<file path="config.mk">
export PLATFORM = sky130hd
export DESIGN_NAME = intersection_arbiter
export DESIGN_NICKNAME = d
export VERILOG_FILES = /design/src/rtl/intersection_arbiter.sv
export SDC_FILE = /design/constraint.sdc
export NUM_CORES = 1
export LEC_CHECK = 0
export ABC_AREA = 0
export CAP_MARGIN = 5
export CORE_MARGIN = 8
export CORE_UTILIZATION = 58
export DETAILED_ROUTE_END_ITERATION = 8
export HOLD_SLACK_MARGIN = 0.08
export PLACE_DENSITY = 0.8
export SYNTH_ARGS = -nofsm -noshare
export SYNTH_HDL_FRONTEND = slang
export SYNTH_SLANG_ARGS = --single-unit
</file>
<file path="constraint.sdc">
create_clock -name clk -period 6.26 [get_ports clk]
set_input_delay 1.252 -clock clk [delete_from_list [all_inputs] [get_ports clk]]
set_output_delay 1.252 -clock clk [all_outputs]
set_load 0.05 [all_outputs]
</file>
<file path="src/rtl/intersection_arbiter.sv">
// Grant arbiter for a bank of per-lane traffic-light FSMs: all-red clearance, density-weighted pick
// with round-robin ties and a starvation guard. Optional macro EMERGENCY_PREEMPT_EN adds emergency preemption.
module intersection_arbiter #(
    parameter int NUM_LANES   = 4,
    parameter int IDX_W       = 2,
    parameter int CLEAR_TIME  = 10,
    parameter int TIMER_WIDTH = 16,
    parameter int MAX_SKIP    = 3,
    parameter int SKIP_W      = 4
) (
    input  logic                   clk,
    input  logic                   reset_n,
    input  logic [NUM_LANES-1:0]   lane_req,
    input  logic [2*NUM_LANES-1:0] density,
    input  logic [NUM_LANES-1:0]   lane_red,
`ifdef EMERGENCY_PREEMPT_EN
    input  logic                   emerg_valid,
    input  logic [IDX_W-1:0]       emerg_lane,
`endif
    output logic [NUM_LANES-1:0]   grant,
    output logic [IDX_W-1:0]       active_lane,
    output logic [NUM_LANES-1:0]   pending,
    output logic                   fault
);

    typedef enum logic [2:0] {
        S_CLEAR   = 3'd0,
        S_ALLRED  = 3'd1,
        S_SELECT  = 3'd2,
        S_GRANT   = 3'd3,
        S_WAIT_GO = 3'd4
    } state_t;

    state_t                 state_r, state_nxt_s;
    logic [TIMER_WIDTH-1:0] timer_r;
    logic [IDX_W-1:0]       winner_r;
    logic [IDX_W-1:0]       rr_ptr_r;
    logic [IDX_W-1:0]       active_lane_r;
    logic [NUM_LANES-1:0]   grant_r;
    logic [NUM_LANES-1:0]   pending_r;
    logic                   fault_r;
    logic [SKIP_W-1:0]      skip_r [NUM_LANES];

    logic                   fault_set_s;
    logic                   grant_load_s;
    logic                   sel_valid_s;
    logic                   emerg_clear_s;
    logic [IDX_W-1:0]       sel_winner_s;
    logic [IDX_W-1:0]       base_winner_s;
    logic [IDX_W-1:0]       scan_s;
    logic                   starve_hit_s;
    logic [IDX_W-1:0]       starve_idx_s;
    logic                   dens_hit_s;
    logic [IDX_W-1:0]       dens_idx_s;
    logic [1:0]             dens_best_s;

    function automatic logic [IDX_W-1:0] lane_at(input logic [IDX_W-1:0] base, input int offset);
        int sum;
        sum = int'(base) + offset;
        lane_at = (sum >= NUM_LANES) ? IDX_W'(sum - NUM_LANES) : IDX_W'(sum);
    endfunction

    function automatic logic [NUM_LANES-1:0] lane_onehot(input logic [IDX_W-1:0] idx);
        lane_onehot      = '0;
        lane_onehot[idx] = 1'b1;
    endfunction

    function automatic logic [1:0] dens_of(input logic [2*NUM_LANES-1:0] dens, input logic [IDX_W-1:0] idx);
        dens_of = dens[2*int'(idx) +: 2];
    endfunction

    assign grant       = grant_r;
    assign active_lane = active_lane_r;
    assign pending     = pending_r;
    assign fault       = fault_r;

    // Scan pending lanes from rr_ptr: first starving lane, else first lane of highest density
    always_comb begin
        starve_hit_s = 1'b0;
        starve_idx_s = '0;
        dens_hit_s   = 1'b0;
        dens_idx_s   = '0;
        dens_best_s  = 2'b00;
        scan_s       = '0;
        for (int k = 0; k < NUM_LANES; k++) begin
            scan_s = lane_at(rr_ptr_r, k);
            if (pending_r[scan_s] && !starve_hit_s && (skip_r[scan_s] == SKIP_W'(MAX_SKIP))) begin
                starve_hit_s = 1'b1;
                starve_idx_s = scan_s;
            end else begin
                starve_hit_s = starve_hit_s;
            end
            if (pending_r[scan_s] && (!dens_hit_s || (dens_of(density, scan_s) > dens_best_s))) begin
                dens_hit_s  = 1'b1;
                dens_idx_s  = scan_s;
                dens_best_s = dens_of(density, scan_s);
            end else begin
                dens_hit_s = dens_hit_s;
            end
        end
        base_winner_s = starve_hit_s ? starve_idx_s : dens_idx_s;
    end

`ifdef EMERGENCY_PREEMPT_EN
    assign sel_valid_s   = emerg_valid | (|pending_r);
    assign sel_winner_s  = emerg_valid ? emerg_lane : base_winner_s;
    assign emerg_clear_s = emerg_valid;
`else
    assign sel_valid_s   = |pending_r;
    assign sel_winner_s  = base_winner_s;
    assign emerg_clear_s = 1'b0;
`endif

    // Next-state logic and conflict detection
    always_comb begin
        state_nxt_s  = state_r;
        fault_set_s  = 1'b0;
        grant_load_s = 1'b0;
        case (state_r)
            S_CLEAR: begin
                if (&lane_red) state_nxt_s = S_ALLRED;
                else           state_nxt_s = S_CLEAR;
            end
            S_ALLRED: begin
                if (!(&lane_red)) begin
                    fault_set_s = 1'b1;
                    state_nxt_s = S_CLEAR;
                end else if (timer_r == '0) begin
                    state_nxt_s = S_SELECT;
                end else begin
                    state_nxt_s = S_ALLRED;
                end
            end
            S_SELECT: begin
                if (!(&lane_red)) begin
                    fault_set_s = 1'b1;
                    state_nxt_s = S_CLEAR;
                end else if (sel_valid_s) begin
                    grant_load_s = 1'b1;
                    state_nxt_s  = S_GRANT;
                end else begin
                    state_nxt_s = S_SELECT;
                end
            end
            S_GRANT: state_nxt_s = S_WAIT_GO;
            S_WAIT_GO: begin
                fault_set_s = |(~lane_red & ~lane_onehot(winner_r));
                if (!lane_red[winner_r]) state_nxt_s = S_CLEAR;
                else                     state_nxt_s = S_WAIT_GO;
            end
            default: state_nxt_s = S_CLEAR;
        endcase
    end

    // State register
    always_ff @(posedge clk or negedge reset_n) begin
        if (!reset_n) state_r <= S_CLEAR;
        else          state_r <= state_nxt_s;
    end

    // Clearance timer, grant pulse, round-robin pointer, skip counters, pending latch and sticky fault
    always_ff @(posedge clk or negedge reset_n) begin
        if (!reset_n) begin
            timer_r       <= '0;
            winner_r      <= '0;
            rr_ptr_r      <= '0;
            active_lane_r <= '0;
            grant_r       <= '0;
            pending_r     <= '0;
            fault_r       <= 1'b0;
            for (int i = 0; i < NUM_LANES; i++) skip_r[i] <= '0;
        end else begin
            pending_r <= (pending_r | lane_req) & ~grant_r;
            fault_r   <= fault_r | fault_set_s;
            grant_r   <= grant_load_s ? lane_onehot(sel_winner_s) : '0;
            if (grant_load_s) winner_r <= sel_winner_s;
            case (state_r)
                S_CLEAR:  timer_r <= TIMER_WIDTH'(CLEAR_TIME);
                S_ALLRED: begin
                    if (emerg_clear_s)        timer_r <= '0;
                    else if (timer_r != '0)   timer_r <= timer_r - TIMER_WIDTH'(1);
                end
                S_GRANT: begin
                    active_lane_r <= winner_r;
                    rr_ptr_r      <= lane_at(winner_r, 1);
                    for (int i = 0; i < NUM_LANES; i++) begin
                        if (IDX_W'(i) == winner_r)
                            skip_r[i] <= '0;
                        else if (pending_r[i] && (skip_r[i] < SKIP_W'(MAX_SKIP)))
                            skip_r[i] <= skip_r[i] + SKIP_W'(1);
                    end
                end
                default: timer_r <= timer_r;
            endcase
        end
    end

endmodule

</file>
==> results summary <==
The critical path arrival is 6160 ps. By area, the combinational part of the netlist is dominated by simple AND/OR/NAND/NOR gates. The critical path goes through clkdlybuf4s50_1 > mux2_2 > o21ai_1 > ha_1 > nor2_2 > maj3_2 > a2bb2oi_2 > a221oi_2 > mux4_2 > ha_1 > nor2b_1 > a2bb2oi_2 > o21ba_2 > nor2_1 > a21oi_1 > ha_1 > nor2b_1 > o21ai_2 > a311oi_1 > a41o_2 > a2111oi_4 > o21ai_1 > nor3b_2. The final-report hold violation count is 0. By area the synthesized netlist is led by sky130_fd_sc_hd__dfrtp_1, sky130_fd_sc_hd__ha_1, sky130_fd_sc_hd__nor2_1, sky130_fd_sc_hd__mux2i_1, sky130_fd_sc_hd__mux2_2. After clock tree synthesis, the clock-pin slew on the worst setup and hold paths is 90 ps. The root buffer selected by CTS is sky130_fd_sc_hd__clkbuf_8. The post-synthesis instance area is 3381 um^2. The total wire length is 7454 um. The count of buffers from port buffering is 28. The die boundary height is 92.35 um.

The mux cell area share after synthesis came out at 11.21%. Routability-driven placement finished with a final weighted congestion of 0.8998. The HPWL reported at the end of detailed placement came out at 5529 um. After layout, the worst path uses 94.82% of the clock period. In the final layout, the share of cells above drive strength 1 is 15.14%. The area growth from synthesis to layout is 13.73%. The count of max-cap constraint violations is 0. The post-synthesis register bit count came out at 50. For this run, the leading register cell type out of synthesis is sky130_fd_sc_hd__dfrtp_1. The final net count is 414. The overall fraction of global-route tracks in use is 17.45%.

The cell family contributing the most delay on the critical path is compound AO/OA/AOI/OAI gates. The via-per-instance ratio is 6.072. The slowest library cell on the worst path is sky130_fd_sc_hd__clkdlybuf4s50_1. The endpoint type of the worst setup path is a flip-flop. The sequential cell area fraction in the yosys report is 37.01%. The floorplan has 28 rows. The start-to-end type of the worst setup path is primary input to flip-flop. The antenna diode count is 0. The synthesized area divided by synthesized cell count came out at 9.604 um^2.

The peak fanout along the critical path is 3. Counting stages on the worst path, the most repeated cell is sky130_fd_sc_hd__ha_1. The post-detailed-route count of antenna-violating nets is 0. The buffer depth of the longest clock path is 2.

The die is 92.35 um wide. The sort of element at the start of the critical path is a primary input. Cells fill 66.52% of the core in the end. The number of unique standard cell types used by synthesis is 68. CTS built an H-tree with a depth of 2.

CTS saw 50 sinks. The Yosys step of the flow raised 0 warnings. The relative slew slack came out at 26.35%. The violation count after the first detailed-route iteration came out at 155. The leakage power summed over all cells came out at 1.631 nW. The number of nets in the synthesized netlist is 384. After technology mapping, the gate count stands at 352. The total via count after detailed routing came out at 2781.

The area of the placeable core is 5781 um^2. After detailed placement, the total cell area comes to 3727 um^2. The insertion delay of the later-clocked pin in the worst-skew pair is 300 ps. The fill cell total of the finished layout came out at 486. The synthesized design spends more area on one cell type than any other, namely sky130_fd_sc_hd__dfrtp_1. The share of async-settable or async-resettable flops after synthesis came out at 100.0%.

The buffer and inverter count on the worst path came out at 1. The starting utilization of the core area is 58.48%. The flow ran to the end, and the final reports show no timing, DRC or antenna violations. Summing the areas of all compound-gate instances in the mapped netlist gives 18.06% of the synthesized area. The final setup violation count is 0. The tightest min-delay check is of the flip-flop to flip-flop type. The power density of the placed cells came out at 160.0 nW/um^2.

The iteration count of the initial detailed-routing pass is 4. The number of hold-repair buffers added at the cts stage is 0. For this run, the top clock speed supported by timing is 0.1685 GHz. Global routing finished with a remaining overflow of 0. The first-pass GRT wire length is 12500 um. The worst stage delay on the critical path is 420 ps.

Across the VDD grid, the largest voltage drop is 0.1637 mV. The number of buffers created by CTS is 5. The worst clock skew is 15.06 ps. The total count of max-transition violations in the final report came out at 0. Among all cell types in the netlist, the one instantiated most often is sky130_fd_sc_hd__dfrtp_1. The synthesized design contains 0 enable-type register cells. The share of synthesized area in the top cell type comes to 37.01%. The area of all placed cells without fillers came out at 3845 um^2. After Yosys synthesis, and, or, nand and nor cells account for 20.91% of the synthesized area. The CTS tree is done.

After detailed routing, the number of remaining DRC violations is 0. For the pin with the worst max-slew slack, the measured transition is 1105 ps. The largest net degree at the start of global routing is 51.

Setup repair after global routing left no endpoint under its margin. After synthesis, the most frequently instantiated cells are sky130_fd_sc_hd__dfrtp_1, sky130_fd_sc_hd__nor2_1, sky130_fd_sc_hd__nand2_1. The area of the die came out at 8528 um^2. In this run the count of I/O pins placed on the die edge is 29. The number of antenna violations at the first check in global routing is 0. The parity-gate share of the synthesized area counting xor and xnor cells is 2.850%. Adding up every negative setup slack in the final design gives 0 ps.

The number of global-route vias before repair is 2705. The routed wirelength normalized by instance count came out at 16.28 um. The synthesized-area fraction occupied by adder cells came out at 5.514%. The minimum clock period after layout is 5936 ps. Data on the critical path is required at its endpoint by 6490 ps.
==> layout by cell type (no fill, tap or decap), drive strengths merged, types with 5 or more instances in the layout <==
| master | count |
|---|---|
| a21boi | 8 |
| a21oi | 18 |
| and2 | 5 |
| buf | 12 |
| clkbuf | 7 |
| clkdlybuf4s50 | 27 |
| dfrtp | 50 |
| ha | 14 |
| inv | 12 |
| mux2 | 12 |
| mux2i | 15 |
| nand2 | 26 |
| nand2b | 5 |
| nand3 | 9 |
| nor2 | 44 |
| nor2b | 10 |
| nor3 | 9 |
| nor4 | 5 |
| o21ai | 15 |
| xnor2 | 5 |
| xor2 | 6 |
==> cell families (layout without fill, tap and decap cells) <==
family / Yosys count / after routing
multiplexers: 31 / 31
buffers and inverters: 28 / 59
XOR/XNOR: 11 / 11
AND/OR/NAND/NOR: 135 / 135
AO/OA/AOI/OAI: 82 / 82
flip-flops: 50 / 50
adder cells (fa/ha/maj): 15 / 15
==> path summary, 6_finish.rpt <==
kind / cells after the start / slack, ps / end / startpoint
max in group asynchronous: 1 / 4420 / timer_r[4]$_DFFE_PN0P_ / reset_n
max reg2reg: 23 / 890 / grant[1]$_DFF_PN0_ / rr_ptr_r[1]$_DFFE_PN0P_
min reg2reg: 1 / 420 / pending[3]$_DFF_PN0_ / grant[3]$_DFF_PN0_
max: 23 / 320 / grant[1]$_DFF_PN0_ / density[2]
min in group asynchronous: 1 / 1140 / timer_r[1]$_DFFE_PN0P_ / reset_n
min: 1 / 420 / pending[3]$_DFF_PN0_ / grant[3]$_DFF_PN0_
==> registers in the layout (all words and copies together), names as in the netlist <==
| name | flops |
|---|---|
| active_lane | 2 |
| fault | 1 |
| grant | 4 |
| pending | 4 |
| rr_ptr_r | 2 |
| skip_r | 16 |
| state_r | 3 |
| timer_r | 16 |
| winner_r | 2 |
==> repair_timing <==
action,4_1_cts,5_1_grt
gates resized for setup,1,8
pin swaps,0,3
setup endpoints to repair,2,6
buffers inserted,0,0
==> metal layers <==
layer  up-vias  track usage, %  share of wire, %
met3        12           2.832               3.0
met4         0           5.772               1.6
met2        53           30.75                52
met1      1366           21.14                44
met5         -               0                 0
li1       1350               -                 -
==> report_power, final <==
group | switching, W | internal [W]
logic | 0.0000478 | 0.0000497
registers | 0.00000141 | 0.000324
clock network | 0.000103 | 0.0000893
==> per-stage QoR <==
stage	power (W)	setup slack [ps]	std cells	hold slack, ps
final	0.0006151	324.3	458	422.1
after CTS	0.0006162	61.44	458	426.6
after global placement	0.0004195	-102.7	450	414.3
after global routing	0.0006473	1.857	458	438.0
after floorplan	0.0003871	396.7	352	483.0
after detailed placement	0.0004232	-340.7	450	414.7
==> cell type report <==
cell class	instances	area (um^2)	share of cell area, %
clock buffers	7	86.33	2.245
clock inverters	1	5.005	0.1302
inverters	12	45.04	1.171
multi-input cells	274	2006	52.16
flip-flops and latches	50	1251	32.54
well taps	75	93.84	2.441
repair buffers	39	357.8	9.307
Power figures use the tool's default switching activity.
